## config.mk

```make
export PLATFORM = sky130hd
export DESIGN_NAME = clk_period_meter
export DESIGN_NICKNAME = d
export VERILOG_FILES = /design/src/rtl/clk_period_meter.sv
export SDC_FILE = /design/constraint.sdc
export NUM_CORES = 1
export LEC_CHECK = 0
export CORE_MARGIN = 2
export CORE_UTILIZATION = 41
export CTS_BUF_LIST = sky130_fd_sc_hd__clkbuf_8
export DETAILED_ROUTE_END_ITERATION = 6
export GPL_TIMING_DRIVEN = 0
export HOLD_SLACK_MARGIN = 0.1
export PLACE_DENSITY = 0.59
export SLEW_MARGIN = 20
export SYNTH_ARGS = -nofsm -noshare
export SYNTH_HDL_FRONTEND = slang
export SYNTH_SLANG_ARGS = --single-unit
```

## constraint.sdc

```tcl
create_clock -name clk_in -period 4.71 [get_ports clk_in]
set_clock_uncertainty 0.1 [all_clocks]
set_input_delay 0.942 -clock clk_in [delete_from_list [all_inputs] [get_ports clk_in]]
set_output_delay 0.942 -clock clk_in [all_outputs]
set_load 0.02 [all_outputs]
```

## src/rtl/clk_period_meter.sv

```systemverilog
// rtl/clk_period_meter.sv - rising-edge period / high-time meter with lock and loss detection
//
// Purpose: resynchronises an asynchronous, clock-like sig_in into clk_in and measures
//          its rising-to-rising period and high-phase length in clk_in cycles. It flags
//          frequency lock after consecutive in-tolerance periods and sets a sticky
//          timeout flag when no rising edge arrives for TIMEOUT cycles.
//
// Ports:
//   clk_in     in   1      system clock
//   reset      in   1      synchronous, active-low reset
//   sig_in     in   1      asynchronous measured signal
//   period     out  CNT_W  last rising-to-rising period, in clk_in cycles
//   high_time  out  CNT_W  last high-phase length (0 when that period had no falling edge)
//   valid      out  1      one-cycle pulse: period/high_time updated
//   locked     out  1      LOCK_CNT consecutive in-tolerance periods seen
//   timeout    out  1      sticky input-lost flag, cleared by the next rise or reset

module clk_period_meter #(
   parameter int CNT_W       = 32,
   parameter int SYNC_STAGES = 2,
   parameter int TIMEOUT     = 10000000,
   parameter int TOL         = 2,
   parameter int LOCK_CNT    = 4
) (
   input  logic             clk_in,
   input  logic             reset,
   input  logic             sig_in,
   output logic [CNT_W-1:0] period,
   output logic [CNT_W-1:0] high_time,
   output logic             valid,
   output logic             locked,
   output logic             timeout
);

   localparam int MC_W = $clog2(LOCK_CNT + 1);

   localparam logic [CNT_W-1:0] CNT_MAX   = '1;
   localparam logic [CNT_W-1:0] CNT_ONE   = CNT_W'(1);
   localparam logic [CNT_W-1:0] TIMEOUT_C = CNT_W'(TIMEOUT);
   localparam logic [CNT_W-1:0] TOL_C     = CNT_W'(TOL);
   localparam logic [MC_W-1:0]  LOCK_C    = MC_W'(LOCK_CNT);
   localparam logic [MC_W-1:0]  MC_ONE    = MC_W'(1);

   typedef enum logic {
      IDLE = 1'b0,
      MEAS = 1'b1
   } state_t;

   state_t                 state;
   logic [SYNC_STAGES-1:0] sync;
   logic                   prev;
   logic [CNT_W-1:0]       cnt;
   logic [CNT_W-1:0]       hcnt;
   logic [CNT_W-1:0]       hlat;
   logic                   hseen;
   logic                   have_prev;
   logic [MC_W-1:0]        mcnt;

   logic                   s;
   logic                   rise;
   logic                   fall;
   logic [CNT_W-1:0]       diff;
   logic                   in_tol;

   assign s    = sync[SYNC_STAGES-1];
   assign rise = s & ~prev;
   assign fall = ~s & prev;

   // cnt still holds the period being closed when rise is seen; period holds the
   // previously published one, so their distance is the cycle-to-cycle jitter.
   assign diff   = (cnt >= period) ? (cnt - period) : (period - cnt);
   assign in_tol = (diff <= TOL_C);

   always_ff @(posedge clk_in) begin
      if (!reset) begin
         state     <= IDLE;
         sync      <= '0;
         prev      <= 1'b0;
         cnt       <= '0;
         hcnt      <= '0;
         hlat      <= '0;
         hseen     <= 1'b0;
         have_prev <= 1'b0;
         mcnt      <= '0;
         period    <= '0;
         high_time <= '0;
         valid     <= 1'b0;
         locked    <= 1'b0;
         timeout   <= 1'b0;
      end else begin
         sync  <= {sync[SYNC_STAGES-2:0], sig_in};
         prev  <= s;
         valid <= 1'b0;

         if (rise) begin
            cnt <= CNT_ONE;
         end else if (cnt != CNT_MAX) begin
            cnt <= cnt + CNT_ONE;
         end

         if (rise) begin
            hcnt <= CNT_ONE;
         end else if (s && (hcnt != CNT_MAX)) begin
            hcnt <= hcnt + CNT_ONE;
         end

         // hseen records whether the current period has already had its falling edge
         if (fall) begin
            hlat  <= hcnt;
            hseen <= 1'b1;
         end else if (rise) begin
            hseen <= 1'b0;
         end

         case (state)
            IDLE: begin
               if (rise) begin
                  state     <= MEAS;
                  timeout   <= 1'b0;
                  have_prev <= 1'b0;
               end
            end

            MEAS: begin
               if (rise) begin
                  period    <= cnt;
                  high_time <= hseen ? hlat : '0;
                  valid     <= 1'b1;
                  have_prev <= 1'b1;
                  // The first period after leaving IDLE has no valid predecessor.
                  if (have_prev) begin
                     if (in_tol) begin
                        if (mcnt < LOCK_C) begin
                           mcnt <= mcnt + MC_ONE;
                        end
                        if (mcnt >= (LOCK_C - MC_ONE)) begin
                           locked <= 1'b1;
                        end
                     end else begin
                        mcnt   <= '0;
                        locked <= 1'b0;
                     end
                  end
               end else if (cnt == TIMEOUT_C) begin
                  timeout <= 1'b1;
                  locked  <= 1'b0;
                  mcnt    <= '0;
                  state   <= IDLE;
               end
            end

            default: state <= IDLE;
         endcase
      end
   end

endmodule

```

==> out/summary.md, run 1 <==
From left edge to right edge, the die measures 167 um. Reg-to-reg startpoint: cnt[0]. The area of the core was 26,000 um^2. The top cell family by delay on the critical path was simple AND/OR/NAND/NOR gates. The floorplan step defined a die boundary enclosing 27,700 um^2. For the count of endpoints failing setup in the final report, the log shows 0.

The clock latency on the worst-skew pair is 0.47 ns, and the area taken by multi-input logic gates is 6770 um^2. The clock tree synthesis step divided the H-tree into 4 levels. Number of enable flip-flop cells after synthesis: 0.

Setup repair after global routing left no endpoint under its margin. The startpoint type of the worst setup path was a flip-flop. Yosys printed 0 warnings. Highest achievable clock rate: 0.222 GHz. The highest cell delay on the worst timing path came out at 0.53 ns. In this run, CTS created clock tree buffers numbering 17. Synthesis instantiated 77 different standard cells from the library. The worst setup path is captured at a flip-flop.

The area growth from synthesis to layout is 14.6%. The overall die height was 167 um. The design draws 2.98 mW. Slack of the worst reg-to-reg path: 0.20 ns. The end point of the critical path is mcnt[0].

For the total wirelength of the detailed-routed design, the log shows 31.8 mm. The share of final-layout standard cells stronger than drive strength 1 is 5.68%, and the number of rows created at floorplan is 59. The run gives 0 as the remaining antenna violation count after routing. Clock tree root driver cell: clkbuf_8. The number of nets in the final layout was 1,488; the synthesized netlist cell count was 1,324. The number of antenna violations at the first check in global routing is 0. The synthesized design spends more area on one cell type than any other, namely dfxtp_1.

The run gives 1,761 as the number of non-filler instances in the completed layout. The logic depth of the worst register-to-register path was 16. In this run the cell area measured after placement is 11,900 um^2.

The tools report the required time of the worst setup path as 5.01 ns. The number of cells on the critical path works out to 16. Final hold analysis gives a worst-case slack of 0.337 ns. The number of global-route vias before repair is 9,506. Hold repair after CTS inserted 0 buffers. The core utilization of the finished layout was 47.8%; the detailed-placement wirelength estimate was 25.1 mm.

Dividing the detail-routed wire length by the instance count gives 18.0 um. Ranked by total cell area, the synthesized netlist is headed by dfxtp_1 (32%), ha_1 (8.1%), nand2_1 (4.6%), xnor2_1 (4.0%), a21oi_1 (3.6%). The layout filler cell count came out at 2,634.

In the synthesized netlist the dominant register cell turns out to be dfxtp_1. The critical path starts at cnt[0]. The count of port buffers added during placement was 69.

The count of endpoints failing hold in the final timing report was 0. The run finished with clean final reports. In the finished design, the share of the clock period the worst path needs comes to 95.8%. The leakage power summed over all cells is 4.61 nW, and the sequential cell area fraction in the yosys report is 31.8%. At the pin with the least slew margin, the transition time is 0.943 ns.

Across the VDD grid, the largest voltage drop is 174 uV. On the critical path, the stage with the largest delay is an instance of or4b_4. The share of synthesized area in the top cell type comes to 31.8%.

When the netlist entered floorplanning its net count stood at 1,399. The share of flip-flops with an asynchronous set or reset was 0%; the final routed DRC violation total was 0. The run gives 9,776 as the via count.

The hold path startpoint is sync[0]. Including well taps, the total number of placed cells is 1,728. Once the floorplan was initialized, standard cells occupied 41.7% of the core. Max-cap violations in this run came to 0. Clock tree synthesis found a total of 172 sinks.

Counting both buffers and inverters, the worst setup path holds a total of 3. Traced cell by cell, the critical path runs through inv_1, ha_1, fa_1, nand2b_1, a211oi_2, o21bai_4, a211oi_4, or2_4, buf_6, nand4b_1, a31oi_1, or4b_4, nor4_4, buf_4, nand4_1, nand3_1. The pre-antenna-repair detailed-routing pass consisted of 5 iterations. The register clock-pin slew on the reported worst setup and hold paths came out at 0.09 ns. The path class of the tightest hold or removal check is reg2reg. Of all nets on the critical path, the largest fanout is 10. 0 antenna diodes ended up in the layout. In this run the cell area of the synthesized design comes to 10,800 um^2. Measured against its own limit, the worst slew margin works out to 36.7%.

The synthesis-stage register bit count works out to 172. TritonCTS built the clock tree. For this design the ratio of total power to cell area is 240 nW/um^2. The count of pins over their slew limit came out at 0. The wire length of the first global-routing pass was 51.1 mm. The critical path in this run is classified as reg2reg.

Counting I/O delays and the setup requirement, the final critical path takes 4.51 ns. The maximum number of pins on one net before global-route repair is 17, and the routability-driven placement congestion ratio is 0.977. Summed over all layers, the global routing overflow is 0. After synthesis, the mean cell area works out to 8.18 um^2. Global routing used 22.6% of the available tracks across all layers.

The first routing iteration left 697 violations. The logs give 3440 um^2 for the area taken by flip-flops and latches and 2 for the largest buffer count on any clock path. The number of vias per cell after detailed routing was 5.55. 70 I/O pins were placed. The endpoint of the worst register-to-register path is mcnt[0]. With fillers left out, the area of the finished cells amounts to 12,400 um^2.

The data arrival time of the critical path is 4.82 ns.
==> worst register-to-register path, cell delays in order, from the launching register on <==
cell,delay (ns)
dfxtp_1,0.43
inv_1,0.13
ha_1,0.25
fa_1,0.46
nand2b_1,0.23
a211oi_2,0.40
o21bai_4,0.16
a211oi_4,0.33
or2_4,0.21
buf_6,0.16
nand4b_1,0.10
a31oi_1,0.31
or4b_4,0.53
nor4_4,0.22
buf_4,0.21
nand4_1,0.11
nand3_1,0.12
==> layout by cell type (no fill, tap or decap), types with 13 or more instances in the layout <==
cell type and instances:
mux2i_1 39, nand3_1 33, clkdlybuf4s50_1 69, buf_2 15, nor4_1 14, a21oi_1 79, xor2_1 35, ha_1 70
a21boi_0 34, a21o_1 15, nand4_1 39, nor2b_1 43, nor2_1 105, xnor2_1 50, clkbuf_1 47, dfxtp_1 172
nand2b_1 13, inv_1 77, clkbuf_8 21, nand2_1 132, nor3_1 26, o21ai_0 56, o21a_1 23, or3_1 14
a22o_1 33
==> sequential cells by signal, indices dropped and copies added (netlist names) <==
name and flops:
hlat 32, timeout 1, period 32, valid 1, locked 1, cnt 32, high_time 32, prev 1
hcnt 32, sync 2, hseen 1, state 1, mcnt 3, have_prev 1
==> layer usage <==
metal | up-vias | track usage (%) | part of all wire (%)
met4 | 0 | 6.82 | 2.2
met3 | 36 | 2.88 | 4.5
met1 | 4627 | 30.1 | 46
li1 | 4843 | - | -
met2 | 270 | 38.4 | 48
met5 | - | 0 | 0
==> stage by stage <==
stage	setup WS (ns)	setup TNS [ns]
4_1_cts	0.0537	0
3_3_place_gp	-0.163	-0.313
3_5_place_dp	-0.0130	-0.0130
5_1_grt	0.0109	0
6_report	0.197	0
2_1_floorplan	0.885	0
==> cell families after synthesis <==
group	after synthesis	synth area share (%)
simple gates	481	22.7
mux	39	3.60
buf+inv	149	5.86
flops	172	31.8
fa+ha+maj	72	8.45
xor+xnor	85	6.87
compound gates	326	20.8
==> area by class of cell <==
cell class,count,share of cell area (%)
tap,335,3.37
timing repair buffer,70,5.62
inverter,75,2.27
buffer,74,2.85
clock buffer,21,2.33
multi-input combinational,1003,54.5
sequential,172,27.7
clock inverter,11,1.33
==> worst min path at each step <==
| stage | cells past startpoint | endpoint | slack [ns] |
|---|---|---|---|
| floorplan | 1 | sync[1] | 0.31 |
| global placement | 1 | sync[1] | 0.32 |
| detailed placement | 1 | sync[1] | 0.32 |
| CTS | 1 | sync[1] | 0.34 |
| global route | 1 | sync[1] | 0.37 |
| finish | 1 | sync[1] | 0.34 |
==> power by group <==
group          total, mW  switching [mW]  internal [mW]  leakage, nW
registers           1.46         0.00706           1.46         1.39
clock network       1.17           0.541          0.633        0.231
logic              0.339           0.202          0.137         2.99
==> cell usage after synthesis, types with 6 or more instances <==
library cell and number:
dfxtp_1 172, nand2_1 132, nor2_1 105, a21oi_1 79, inv_1 75, ha_1 70, o21ai_0 56, xnor2_1 50
clkbuf_1 48, nor2b_1 43, mux2i_1 39, nand4_1 39, xor2_1 35, a21boi_0 34, a22o_1 33, nand3_1 33
nor3_1 26, o21a_1 23, a21o_1 15, buf_2 15, nor4_1 14, or3_1 14, nand2b_1 13, a211oi_1 11
and4_1 11, o21bai_1 11, and2_1 10, and3_1 9, o211ai_1 7, or4_1 7, buf_6 6, o31ai_1 6
==> repair_timing <==
item | in CTS | in global routing
setup buffers | 1 | 0
resized for setup | 0 | 5
setup endpoints to repair | 4 | 4
pin swaps | 1 | 0
endpoints found under the hold margin | 0 | 0
Power figures use the tool's default switching activity.
==> run 2: changes to the inputs <==
--- a/config.mk
+++ b/config.mk
@@ -9,9 +9,11 @@
 export CORE_UTILIZATION = 41
 export CTS_BUF_LIST = sky130_fd_sc_hd__clkbuf_8
 export DETAILED_ROUTE_END_ITERATION = 6
+export DONT_BUFFER_PORTS = 1
 export GPL_TIMING_DRIVEN = 0
 export HOLD_SLACK_MARGIN = 0.1
-export PLACE_DENSITY = 0.59
+export PLACE_DENSITY = 0.55
+export SETUP_SLACK_MARGIN = 0.3
 export SLEW_MARGIN = 20
 export SYNTH_ARGS = -nofsm -noshare
 export SYNTH_HDL_FRONTEND = slang
==> run 2 against run 1 <==
Cell count shrank 3.9%. Power shrank 2.7%. Critical path depth is the same. Combinational power grew 3%. Global-route usage shrank 0.13 points. Register-to-register slack gained 0.29 ns. Clock power shrank 8%. First-iteration DRC count shrank 15%. Die area is the same. Largest cell class unchanged.
==> out/summary.md, run 2 (synthesis results as in run 1) <==
For the via count, the log shows 9,372. TritonCTS built the clock tree. Reg-to-reg startpoint: period[13].

The worst path uses 89.7% of the clock period. Top layer reached by signal wires: met5. The number of DRC violations after detailed-routing iteration 0 was 591. For the pin with the worst max-slew slack, the measured transition is 0.916 ns. The startpoint type of the worst setup path is a flip-flop. The worst pin sits at a relative slew slack of 38.6%.

Derived from the worst setup path, the maximum achievable clock frequency is 0.237 GHz. For the final routed DRC violation total, the log shows 0. Sink of the worst hold path: sync[1]. For the number of global-route vias before repair, the log shows 9,005. The count of endpoints failing setup in the final report is 0, and the largest buffer count on any clock path is 2. The congestion estimate from routability-driven global placement came to 0.959. The class of the tightest hold or removal check was reg2reg. The number of antenna violations at the first check in global routing is 1, and the layout-stage area growth over the synthesis result is 9.01%.

The sum of met2 wire segment lengths after detailed routing was 14.8 mm; the share of final-layout standard cells stronger than drive strength 1 was 9.20%. The clock network accounts for 37.4% of the total power. For the required time of the worst setup path, the log shows 5.00 ns. Timing analysis after detailed placement gives a worst setup slack of -0.153 ns. The total area inside the core boundary comes to 26,000 um^2.

For this design the top-level I/O count stands at 70. After detailed routing, the wire length on met1 is 14.6 mm. In this run the static leakage power is 4.39 nW. The worst-case IR drop observed on VDD is 212 uV. Setup repair after global routing left no endpoint under its margin. The run finished with clean final reports.

The max-cap violation count was 0; the number of rows created at floorplan was 59. The type of the worst setup path is reg2reg. At the later pin of the worst-skew pair, clock insertion delay measures 0.46 ns. Summing internal, switching and leakage power gives 2.90 mW. Hold path startpoint: sync[0]. The initial core utilization is 41.7%. After the last flow step, the layout net total stands at 1,420. The x dimension of the die is 167 um, and the detailed-route wire length per cell is 18.7 um.

Once detailed placement completed, the half-perimeter wirelength came to 25.1 mm. Maximum fanout along the worst path: 10. From bottom edge to top edge, the die measures 167 um. The remaining antenna violation count after routing is 0, and the area of the die is 27,700 um^2.

The worst setup path is captured at a flip-flop. The first global-routing pass estimated 50.2 mm of wire. The register clock-pin slew on the reported worst setup and hold paths works out to 0.08 ns. The repair_antennas step left the layout with diodes totalling 0.

In this run the critical register-to-register path is captured at mcnt[1]. Port buffering added 0 buffers. The count of endpoints failing hold in the final timing report was 0. The routed wire length on met3 came out at 1.42 mm. Clock tree root driver cell: clkbuf_8. Dividing the detail-routed via count by the number of cells gives 5.54.

The tools report the final-layout worst hold slack as 0.354 ns. For the worst setup path, the data arrival time is 4.52 ns. Per report_power, the combinational group accounts for 12.0% of the total. The hold path depth was 1; the core utilization of the finished layout was 45.4%. Final critical-path required period: 4.22 ns.

Buffers inserted to repair hold after CTS numbered 0. In this run the register-to-register setup slack is 0.49 ns. The internal portion of total power is 2.14 mW. The tools report the global route total overflow as 0. The worst setup margin came out at 0.485 ns. The clock sink count is 172.

The switching power total is 0.758 mW. Dividing total power by cell area gives a power density of 245 nW/um^2. The number of cells on the worst reg-to-reg path is 16. The net switching share of the total power was 26.2%; the final-layout setup total negative slack was 0 ns. Aggregate global-route resource usage: 22.5%.

Leaving out fill and tap cells, the most frequent cell in the layout is dfxtp_1. For this block, the routed nets add up to 31.6 mm of wire. The logs give 0 for the count of pins over their slew limit and 17 for the number of buffers created by CTS.

The H-tree was split into 4 levels. Before antenna repair, the detailed router went through 5 iterations. Entering global routing, the biggest net connects 17 pins. Leaving out fill and tap cells, the most frequent cells in the layout are dfxtp_1 (150), nand2_1 (132), nor2_1 (104). Layout filler cell count: 2,678. The share of total power dissipated in sequential elements is 50.6%.
## run 2: cell types whose count changed in the layout (fill, tap and decap cells not counted), moves of 4 or more
cell and delta:
dfxtp_2 +22, dfxtp_1 -22, clkdlybuf4s50_1 -69, clkbuf_2 +4
## run 2: area by class of cell
| type | count | area, um^2 | area share (%) |
|---|---|---|---|
| Sequential cell | 172 | 3470 | 29.4 |
| Timing Repair Buffer | 2 | 15.0 | 0.127 |
| Clock inverter | 14 | 169 | 1.43 |
| Clock buffer | 18 | 248 | 2.10 |
| Tap cell | 335 | 419 | 3.55 |
| Multi-Input combinational cell | 1003 | 6840 | 57.9 |
| Inverter | 75 | 282 | 2.38 |
| Buffer | 74 | 364 | 3.08 |
## run 2: metrics by stage
step / area (um^2) / cells
4_1_cts: 11700 / 1692
3_5_place_dp: 11300 / 1659
6_report: 11800 / 1693
5_1_grt: 11800 / 1693
3_3_place_gp: 11300 / 1659
2_1_floorplan: 10800 / 1324
## run 2: worst max path at each step
stage                    start       to  slack [ns]  depth (start not counted)
floorplan            period[6]  mcnt[1]        0.89                         13
global placement        cnt[0]  mcnt[1]       -0.20                         15
detailed placement   period[7]  mcnt[1]       -0.15                         13
CTS                  period[1]  mcnt[1]        0.30                         13
global route         period[5]   locked        0.27                         15
finish              period[13]  mcnt[1]        0.49                         16
## run 2: what timing repair did
item,in CTS,in global routing
buffers inserted,1,1
resized for setup,16,41
endpoints found under the hold margin,0,0
cloned,0,0
pin swaps,2,3
setup endpoints to repair,4,4
## run 2: per-layer routing
| layer | vias up | track usage [%] |
|---|---|---|
| met1 | 4430 | 30.0 |
| met3 | 45 | 4.16 |
| met5 | - | 0 |
| li1 | 4717 | - |
| met2 | 178 | 37.3 |
| met4 | 2 | 6.56 |
## run 2: critical path: stages (launching register included)
cell and delay, ns:
dfxtp_2 0.47, inv_1 0.07, ha_1 0.27, buf_2 0.21
nand4_1 0.16, or3_4 0.39, o211ai_1 0.18, a41o_1 0.34
or2_4 0.22, buf_6 0.16, a211oi_2 0.05, or3_1 0.36
a2111o_1 0.46, nor4_4 0.25, buf_4 0.23, a41oi_1 0.13
nand2_1 0.10
## run 2: power by group through the flow
stage	Sequential [mW]	Clock, mW	Combinational [mW]
2_1_floorplan	1.50	0	0.245
3_3_place_gp	1.50	0	0.328
3_5_place_dp	1.50	0	0.329
4_1_cts	1.47	1.12	0.339
5_1_grt	1.47	1.17	0.376
6_report	1.47	1.08	0.348
==> run 3: changes to the inputs <==
--- a/config.mk
+++ b/config.mk
@@ -10,7 +10,6 @@
 export CTS_BUF_LIST = sky130_fd_sc_hd__clkbuf_8
 export DETAILED_ROUTE_END_ITERATION = 6
 export DONT_BUFFER_PORTS = 1
-export GPL_TIMING_DRIVEN = 0
 export HOLD_SLACK_MARGIN = 0.1
 export PLACE_DENSITY = 0.55
 export SETUP_SLACK_MARGIN = 0.3
==> run 3 against run 2 <==
Power decreased by 0.38%. Flip-flop and latch count is the same. Routed wire length is 7.0% higher. Count of clock-buffer cells in the layout did not move. Critical path depth down 3. Critical path type unchanged. Largest cell class unchanged.
==> out/summary.md, run 3 (synthesis results as in run 1) <==
The root buffer cell chosen for the clock tree is clkbuf_8. The tools report the CTS H-tree depth as 4. Hold path startpoint: sync[0]. Summed over all failing endpoints, the final setup total negative slack is 0 ns.

The count of buffers added on input and output ports is 0. The number of buffer and inverter stages on the critical path works out to 2. Dividing the detail-routed via count by the number of cells gives 5.73. The initial core utilization is 41.7%, and the final critical-path required period is 4.22 ns.

Wire segments on met2 add up to 15.6 mm in the final route. The path with the worst hold slack has its endpoint at sync[1]. In this run the register-to-register setup slack is 0.49 ns. The master of the slowest instance on the critical path is nor3_1. For this design the top-level I/O count stands at 70.

Measured against its own limit, the worst slew margin works out to 27.8%. For the clock power share, the log shows 37.7%. The count of hold-fix buffers inserted at cts is 0, and the final routed DRC violation total is 0. For the worst flop-to-flop path, the logic depth is 13.

The overall power after layout came out at 2.89 mW. Setup repair after global routing left no endpoint under its margin. The maximum fanout along the worst path is 8. STA puts the critical path data required time at 5.00 ns. The aggregate global-route resource usage is 24.1%. The first TritonRoute pass finished after 7 iterations.

The hold path depth is 1, and the count of endpoints failing setup in the final report is 0. The detailed-route wire length per cell works out to 20.3 um. The layout-stage area growth over the synthesis result was 8.40%; the overall die height was 167 um. The routed design has 33.8 mm of wire. The area of the die was 27,700 um^2. The share of final-layout standard cells stronger than drive strength 1 works out to 9.54%. The critical path goes through inv_1, ha_1, nand4_1, nor3_1, o31ai_1, a211oi_2, o32ai_2, xnor2_1, or4b_4, nor4_4, buf_4, a21oi_2, nor2_1. The first global-routing pass estimated 53.1 mm of wire. Of the total power, combinational logic draws 11.5%.

At the end of routability-driven placement, the weighted congestion stood at 0.937. The worst register-to-register path ends at mcnt[2]. TritonCTS built the clock tree. The via count came out at 9,549. In the layout the commonest cells are dfxtp_1 (163), nand2_1 (132), nor2_1 (105). The flow ran to the end, and the final reports show no timing, DRC or antenna violations. The leakage power summed over all cells is 4.43 nW. The startpoint identified for the worst register-to-register timing path is period[14]. The class of the tightest hold or removal check is reg2reg.

The register clock-pin slew on the reported worst setup and hold paths was 0.13 ns; the total power divided by cell area was 246 nW/um^2. STA classifies the critical path startpoint as a flip-flop. For the highest achievable clock rate, the log shows 0.237 GHz.

The logs give 2 for the largest buffer count on any clock path and 0 for the global route total overflow. The clock drives 172 sinks. The leading cell type in the layout, fill and taps excluded was dfxtp_1. The tools report the detailed-placement wirelength estimate as 25.4 mm. TritonCTS created 17 clock buffers.

After detailed routing, the met3 layer carries 1.51 mm of wire. VDD sags by at most 174 uV. The number of nets in the final layout is 1,393.

The worst setup path is captured at a flip-flop. The number of antenna violations at the first check in global routing is 0, and the number of DRC violations after detailed-routing iteration 0 is 531. Data arrives at the worst endpoint at 4.51 ns. The highest cell delay on the worst timing path came out at 0.60 ns. At the later pin of the worst-skew pair, clock insertion delay measures 0.48 ns. The count of nets left with antenna violations once routing finished came out at 0. After floorplanning, the core was sized to cover 26,000 um^2. The count of endpoints failing hold in the final timing report was 0; the share of the clock period used by the worst path was 89.6%.

Internal portion of total power: 2.02 mW. The critical path in this run is classified as reg2reg. The count of pins over their slew limit is 0. Registers are responsible for 50.8% of the overall power.

The initialized floorplan defines 59 standard-cell rows. The logs give 0 for the antenna diode count and 0.869 mW for the switching power total. In the final routing, the length of wire on met1 measures 15.3 mm. The top cell family by delay on the critical path was simple AND/OR/NAND/NOR gates. At the pin with the least slew margin, the transition time is 1.08 ns. Across the run, the number of max-cap violations was 0.

The number of global-route vias before repair was 9,481; the net switching share of the total power was 30.1%. The die is 167 um wide. Entering global routing, the biggest net connects 85 pins. The top layer reached by signal wires is met4.
run 3: changes by cell type in the layout (fill, tap and decap cells not counted), moves of 7 or more:
cell	before	now
clkbuf_1	44	0
ha_1	70	63
buf_4	7	47
buf_2	13	0
dfxtp_1	150	163
dfxtp_2	22	9
ha_2	0	7
run 3: repair_timing:
item                                    in CTS  in global routing
endpoints found under the setup margin       4                  4
gates cloned                                 1                  1
pin swaps                                    1                  3
gates resized for setup                      1                 26
setup buffers                                0                  4
run 3: power by group through the flow:
stage | clock (mW) | sequential [mW] | combinational, mW
floorplan | 0 | 1.50 | 0.245
global placement | 0 | 1.50 | 0.318
detailed placement | 0 | 1.50 | 0.315
CTS | 1.13 | 1.47 | 0.319
global route | 1.17 | 1.47 | 0.359
finish | 1.09 | 1.47 | 0.332
run 3: worst max path at each step:
stage	startpoint	slack, ns	depth (start not counted)	end
after floorplan	period[6]	0.89	13	mcnt[1]
after global placement	period[16]	0.33	13	mcnt[1]
after detailed placement	cnt[0]	0.24	15	mcnt[0]
after CTS	period[16]	0.32	14	mcnt[2]
after global routing	period[19]	0.30	15	mcnt[2]
final	period[14]	0.49	13	mcnt[2]
run 3: worst reg2reg max path, cell delays in order (launching register included):
cell      delay [ns]
dfxtp_2         0.45
inv_1           0.06
ha_1            0.47
nand4_1         0.39
nor3_1          0.60
o31ai_1         0.23
a211oi_2        0.35
o32ai_2         0.13
xnor2_1         0.14
or4b_4          0.55
nor4_4          0.29
buf_4           0.19
a21oi_2         0.07
nor2_1          0.12
run 3: per-layer routing:
metal	vias up	track usage, %
li1	4660	-
met1	4536	31.4
met2	281	39.8
met3	72	3.21
met4	0	10.6
met5	-	0
run 3: layout make-up:
| class | count | area, um^2 |
|---|---|---|
| flip-flops and latches | 172 | 3450 |
| clock inverters | 14 | 154 |
| well taps | 335 | 419 |
| multi-input cells | 1005 | 6830 |
| fillers | 2640 | 14200 |
| repair buffers | 47 | 353 |
| clock buffers | 18 | 248 |
| inverters | 75 | 282 |
run 3: per-stage QoR:
step / hold slack, ns / setup WS (ns) / instances / area [um^2] / utilization [%]
after floorplan: 0.312 / 0.885 / 1324 / 10800 / -
after global placement: 0.332 / 0.329 / 1628 / 11200 / 43.2
after detailed placement: 0.336 / 0.239 / 1628 / 11200 / 43.2
after CTS: 0.364 / 0.321 / 1661 / 11600 / 44.8
after global routing: 0.377 / 0.301 / 1666 / 11700 / 45.2
final: 0.363 / 0.490 / 1666 / 11700 / 45.2
